===== src/rtl/expression_unpacker_if.sv =====
// Stream bundle between a packed-word producer and the expression unpacker:
// one 90-bit word in, 18 extended field beats out.
interface expression_unpacker_if;
    logic        in_valid;
    logic        in_ready;
    logic [89:0] in_word;
    logic        out_valid;
    logic        out_ready;
    logic [7:0]  out_data;
    logic [4:0]  out_idx;
    logic        out_signed;
    logic        out_last;

    modport slave (
        input  in_valid, in_word, out_ready,
        output in_ready, out_valid, out_data, out_idx, out_signed, out_last
    );

    modport master (
        output in_valid, in_word, out_ready,
        input  in_ready, out_valid, out_data, out_idx, out_signed, out_last
    );
endinterface


===== src/rtl/expression_unpacker.sv =====
// Serializes a packed {y0..y17} result word into 18 zero/sign-extended 8-bit beats, MSB field first.
// Optional running field sum on out_sum when UNPACK_SUM_EN is defined.
module expression_unpacker (
    input  logic                 clk,
    input  logic                 reset,
    expression_unpacker_if.slave bus,
`ifdef UNPACK_SUM_EN
    output logic [11:0]          out_sum,
`endif
    output logic                 busy
);
    typedef enum logic {IDLE, EMIT} state_t;

    // Bit k set when field k is a signed type (fields 3-5, 9-11, 15-17).
    localparam logic [17:0] SIGNED_MASK = 18'b111000111000111000;

    state_t      state;
    state_t      state_next;
    logic [89:0] word;
    logic [4:0]  idx;
    logic [1:0]  phase;
    logic        is_signed;
    logic        accept;
    logic        advance;
    logic [7:0]  field_ext;

    // The current field always sits at the top of the shift register; phase = idx % 3 picks its width.
    always_comb begin
        field_ext = 8'd0;
        is_signed = SIGNED_MASK[idx];
        case (phase)
            2'd1:    field_ext = {{3{is_signed & word[89]}}, word[89:85]};
            2'd2:    field_ext = {{2{is_signed & word[89]}}, word[89:84]};
            default: field_ext = {{4{is_signed & word[89]}}, word[89:86]};
        endcase
    end

    always_comb begin
        bus.out_valid  = (state == EMIT);
        bus.out_data   = field_ext;
        bus.out_idx    = idx;
        bus.out_signed = is_signed;
        bus.out_last   = (idx == 5'd17);
        bus.in_ready   = (state == IDLE) || (bus.out_ready && bus.out_last && state == EMIT);
        busy           = (state == EMIT);
    end

    assign accept  = bus.in_valid && bus.in_ready;
    assign advance = bus.out_valid && bus.out_ready;

    always_comb begin
        state_next = state;
        case (state)
            IDLE:    if (accept) state_next = EMIT;
            EMIT:    if (advance && bus.out_last && !accept) state_next = IDLE;
            default: state_next = IDLE;
        endcase
    end

    // NOTE: sequential state uses non-blocking assignments so every register samples pre-edge values.
    always_ff @(posedge clk) begin
        if (reset) state <= IDLE;
        else       state <= state_next;
    end

    // NOTE: the word register is reset too, because out_data is decoded from it and must read 0 after reset.
    always_ff @(posedge clk) begin
        if (reset) begin
            word  <= '0;
            idx   <= '0;
            phase <= '0;
        end else if (accept) begin
            word  <= bus.in_word;
            idx   <= '0;
            phase <= '0;
        end else if (advance) begin
            case (phase)
                2'd1:    word <= word << 5;
                2'd2:    word <= word << 6;
                default: word <= word << 4;
            endcase
            idx   <= bus.out_last ? 5'd0 : idx + 5'd1;
            phase <= (phase == 2'd2) ? 2'd0 : phase + 2'd1;
        end
    end

`ifdef UNPACK_SUM_EN
    // acc holds the total of the fields already accepted; out_sum adds the one on display.
    logic [11:0] acc;

    always_ff @(posedge clk) begin
        if (reset || accept) acc <= '0;
        else if (advance)    acc <= out_sum;
    end

    assign out_sum = acc + {{4{field_ext[7]}}, field_ext};
`endif
endmodule


===== src/flat_wrapper.sv =====
// flat-port wrapper written by rule: the top's interface ports become plain ports
module expression_unpacker_flat 
  (clk, reset, busy, bus_in_valid, bus_in_word, bus_out_ready, bus_in_ready, bus_out_valid, bus_out_data, bus_out_idx, bus_out_signed, bus_out_last);
  expression_unpacker_if bus_i ();
  input  logic clk;
  input  logic reset;
  output logic busy;
  input wire logic [$bits(bus_i.in_valid)-1:0] bus_in_valid;
  input wire logic [$bits(bus_i.in_word)-1:0] bus_in_word;
  input wire logic [$bits(bus_i.out_ready)-1:0] bus_out_ready;
  output wire logic [$bits(bus_i.in_ready)-1:0] bus_in_ready;
  output wire logic [$bits(bus_i.out_valid)-1:0] bus_out_valid;
  output wire logic [$bits(bus_i.out_data)-1:0] bus_out_data;
  output wire logic [$bits(bus_i.out_idx)-1:0] bus_out_idx;
  output wire logic [$bits(bus_i.out_signed)-1:0] bus_out_signed;
  output wire logic [$bits(bus_i.out_last)-1:0] bus_out_last;
  assign bus_i.in_valid = bus_in_valid;
  assign bus_i.in_word = bus_in_word;
  assign bus_i.out_ready = bus_out_ready;
  assign bus_in_ready = bus_i.in_ready;
  assign bus_out_valid = bus_i.out_valid;
  assign bus_out_data = bus_i.out_data;
  assign bus_out_idx = bus_i.out_idx;
  assign bus_out_signed = bus_i.out_signed;
  assign bus_out_last = bus_i.out_last;
  expression_unpacker u_core (.clk(clk), .reset(reset), .bus(bus_i), .busy(busy));
endmodule

===== config.mk =====
export PLATFORM = sky130hd
export DESIGN_NAME = expression_unpacker_flat
export DESIGN_NICKNAME = d
export VERILOG_FILES = /design/src/rtl/expression_unpacker_if.sv /design/src/rtl/expression_unpacker.sv /design/src/flat_wrapper.sv
export SDC_FILE = /design/constraint.sdc
export NUM_CORES = 1
export LEC_CHECK = 0
export ABC_AREA = 1
export CORE_MARGIN = 3
export CORE_UTILIZATION = 55
export CTS_CLUSTER_SIZE = 16
export DETAILED_ROUTE_END_ITERATION = 8
export PLACE_DENSITY = 0.93
export SYNTH_ARGS = -nofsm -noshare
export SYNTH_HDL_FRONTEND = slang
export SYNTH_SLANG_ARGS = --single-unit

===== constraint.sdc =====
create_clock -name clk -period 3.1 [get_ports clk]
set_input_delay 0.465 -clock clk [delete_from_list [all_inputs] [get_ports clk]]
set_output_delay 0.465 -clock clk [all_outputs]
set_load 0.01 [all_outputs]

==> results.py <==
metrics = {
    "sta": {
        "hold_violations": 0,
        "finalWorstSetupSlack_ns": 0.272,
        "tns_ns": 0,
        "setup_viol_count_final": 0,
        "relSlewSlack_pct": 48.0,
        "max_slew.worst_pin.slew_ns": 0.780,
        "fmax_ghz": 0.354,
        "fin_skew_ns": 0.00906,
        "slew_violations": 0,
        "period_share_pct": 91.2,
        "fin_crit_ns": 2.83,
        "rsz0062_at_grt": "no",
    },
    "critical_path": {
        "crit_path_end_kind": "output pin",
        "critPathMaxFanout": 14,
        "crit_buf_inv": 4,
        "cp_slowest_stage_delay_ns": 0.57,
        "crit_family": "buffers and inverters",
        "critPathKind": "reg2out",
        "crit_chain": "inv_1 -> ha_1 -> buf_4 -> clkinv_1 -> o22ai_1 -> nand2_1 -> o21ai_0 -> clkdlybuf4s50_1",
        "cp_data_arrival_time_ns": 2.36,
        "critPathLaunchType": "flop",
        "slowest_stage": "clkdlybuf4s50_1",
        "worstPathRequired_ns": 2.63,
    },
    "logic_synthesis": {
        "synth_area_sq_mm": 0.00660,
        "yosysUniqueCellTypes": 32,
        "synth_seq_cells": 99,
        "avgSynthCellArea_sq_um": 6.50,
        "ys_seq_area_share_pct": 30.0,
        "syn_inst": 1016,
        "syn-num-nets": 1116,
        "ys.warnings.count": 0,
    },
    "detailed_routing": {
        "drc": 0,
        "routed_wirelength_mm": 18.1,
        "avgViaCountPerCell": 5.86,
        "drtIter0Drc": 810,
        "firstDrtPassIters": 6,
        "wl_per_cell_um": 14.9,
        "antenna_left": 0,
        "dr_total_vias": 7136,
    },
    "cts": {
        "cts_made_buffers": 9,
        "cts-root-buf": "clkbuf_16",
        "clkTransAtPathRegs_ns": 0.07,
        "cts_resized": 0,
        "cts_sinks": 99,
        "cts-hold-fix-buffers": 0,
        "postCtsSetupRepairBufs": 0,
        "clk-insertion-delay-late_ns": 0.35,
        "htree_levels": 3,
        "cts_tree": "yes",
        "clk_path_buf_depth": 2,
    },
    "final_layout": {
        "final_nets": 1170,
        "final_cells": 1218,
        "n_antenna_cell": 0,
        "area_growth_pct": 20.2,
        "mostFrequentLayoutCell": "nand2_1",
        "final_cell_mix": "196 x nand2_1, 164 x inv_1, 111 x clkdlybuf4s50_1",
        "drive_above_1_share_pct": 6.51,
    },
    "placed_design": {
        "gp_congestion": 0.898,
        "post-dp-hpwl_mm": 12.0,
        "dpl.cell_count": 1202,
        "numPortBuffers": 111,
        "place_ws_ns": 0.528,
    },
    "floorplan": {
        "rows": 39,
        "dieArea_sq_mm": 0.0134,
        "start_util_pct": 57.1,
        "pin_count": 112,
        "die_x_um": 116,
        "die_h_um": 116,
        "core_sq_mm": 0.0116,
    },
    "global_route": {
        "grt_antenna_before_repair": 0,
        "gr-usage-all-layers_pct": 27.6,
        "grt_pass1_wl_mm": 30.6,
        "grt_max_degree": 82,
        "grt_overflow": 0,
        "first_global_vias": 6762,
    },
    "pwr": {
        "powerDensity_mw_per_mm2": 437,
        "p_total_uw": 3470,
        "irDropWorstVdd_mv": 0.317,
        "power.leakage_uw": 0.00340,
    },
    "status": {
        "outcome": "finished, final reports clean",
    },
    "flow_run": {
        "maxCapViolCount": 0,
    },
    "hold_path": {
        "hold_class": "reg2reg",
    },
}
## worst register-to-register path, delay by kind of cell, from the launching register on
| family | cells | cell delay [ns] |
|---|---|---|
| buffers and inverters | 4 | 0.69 |
| AND/OR/NAND/NOR | 5 | 0.58 |
| flip-flops | 1 | 0.39 |
| AO/OA/AOI/OAI | 2 | 0.35 |
| adder cells (fa/ha/maj) | 1 | 0.18 |
## metal layers
metal / GRT usage, % / share of wire, % / up-vias
met5: 0 / 0 / -
met4: 10.2 / 2.5 / 0
met3: 5.38 / 8.8 / 39
met2: 45.7 / 46 / 382
met1: 35.9 / 42 / 3194
li1: - / - / 3521
## report_power, final
part / internal (uW) / switching [uW]
Sequential: 1390 / 96.7
Clock: 671 / 514
Combinational: 357 / 444
Total: 2420 / 1050
## cell type report
class | instances | area, sq um
inverters | 194 | 728
well taps | 143 | 179
flip-flops and latches | 99 | 1980
repair buffers | 128 | 1280
clock buffers | 11 | 253
clock inverters | 5 | 61.3
fillers | 933 | 3630
multi-input cells | 638 | 3460
## kinds of logic (layout without fill, tap and decap cells)
family                     after synthesis  in the layout  share of synthesized area, %
buffers and inverters                  279            338                          17.9
xor gates and xnor gates                 2              2                         0.265
AOI/OAI and AO/OA                      277            277                          28.0
adders and majority gates                6              6                          1.14
and+or+nand+nor                        353            353                          22.7
DFF                                     99             99                          30.0
## per-stage QoR
step	cell area [sq um]	hold WS, ns	util [%]
finish	7940	0.474	68.6
global route	7940	0.501	68.6
CTS	7940	0.474	68.6
detailed placement	7620	0.462	65.9
global placement	7620	0.456	65.9
floorplan	6600	0.438	-
## synth_stat cells
library cell / number / area share, %
nand2_1: 196 / 11
inv_1: 165 / 9.4
dfxtp_1: 99 / 30
nand3_1: 92 / 7.0
o211ai_1: 51 / 5.8
o22ai_1: 51 / 4.8
nor2_1: 41 / 2.3
a31oi_1: 35 / 3.3
o221ai_1: 35 / 4.6
clkbuf_1: 34 / 1.9
o21bai_1: 34 / 3.9
o21ai_1: 29 / 2.2
buf_2: 28 / 2.1
inv_2: 28 / 1.6
o21ai_0: 26 / 2.0
nor3_1: 15 / 1.1
a21oi_1: 13 / 0.99
buf_4: 9 / 1.0
buf_6: 9 / 1.5
ha_1: 6 / 1.1
buf_1: 5 / 0.28
a22oi_1: 2 / 0.23
nand2_4: 2 / 0.34
nand4_1: 2 / 0.19
nor2_2: 2 / 0.19
clkinv_1: 1 / 0.057
nand2_2: 1 / 0.095
nand3_2: 1 / 0.15
nand3b_1: 1 / 0.11
o21ai_2: 1 / 0.13
xnor2_1: 1 / 0.13
xor2_1: 1 / 0.13
## sequential cells by signal (all words and copies together), names as in the netlist
register / cells
u_core.bus.out_signed: 1
u_core.bus.out_idx: 5
u_core.word: 90
u_core.phase: 2
u_core.bus.out_valid: 1
## final timing paths
kind | startpoint | endpoint | slack [ns] | cells after the start
max reg2reg | u_core.bus.out_idx[1] | u_core.word[66] | 0.85 | 12
min | u_core.word[3] | u_core.word[3] | 0.47 | 2
min reg2reg | u_core.word[3] | u_core.word[3] | 0.47 | 2
max | u_core.phase[0] | bus_out_data[1] | 0.27 | 8
No activity file was read; power rests on OpenSTA's default activity.
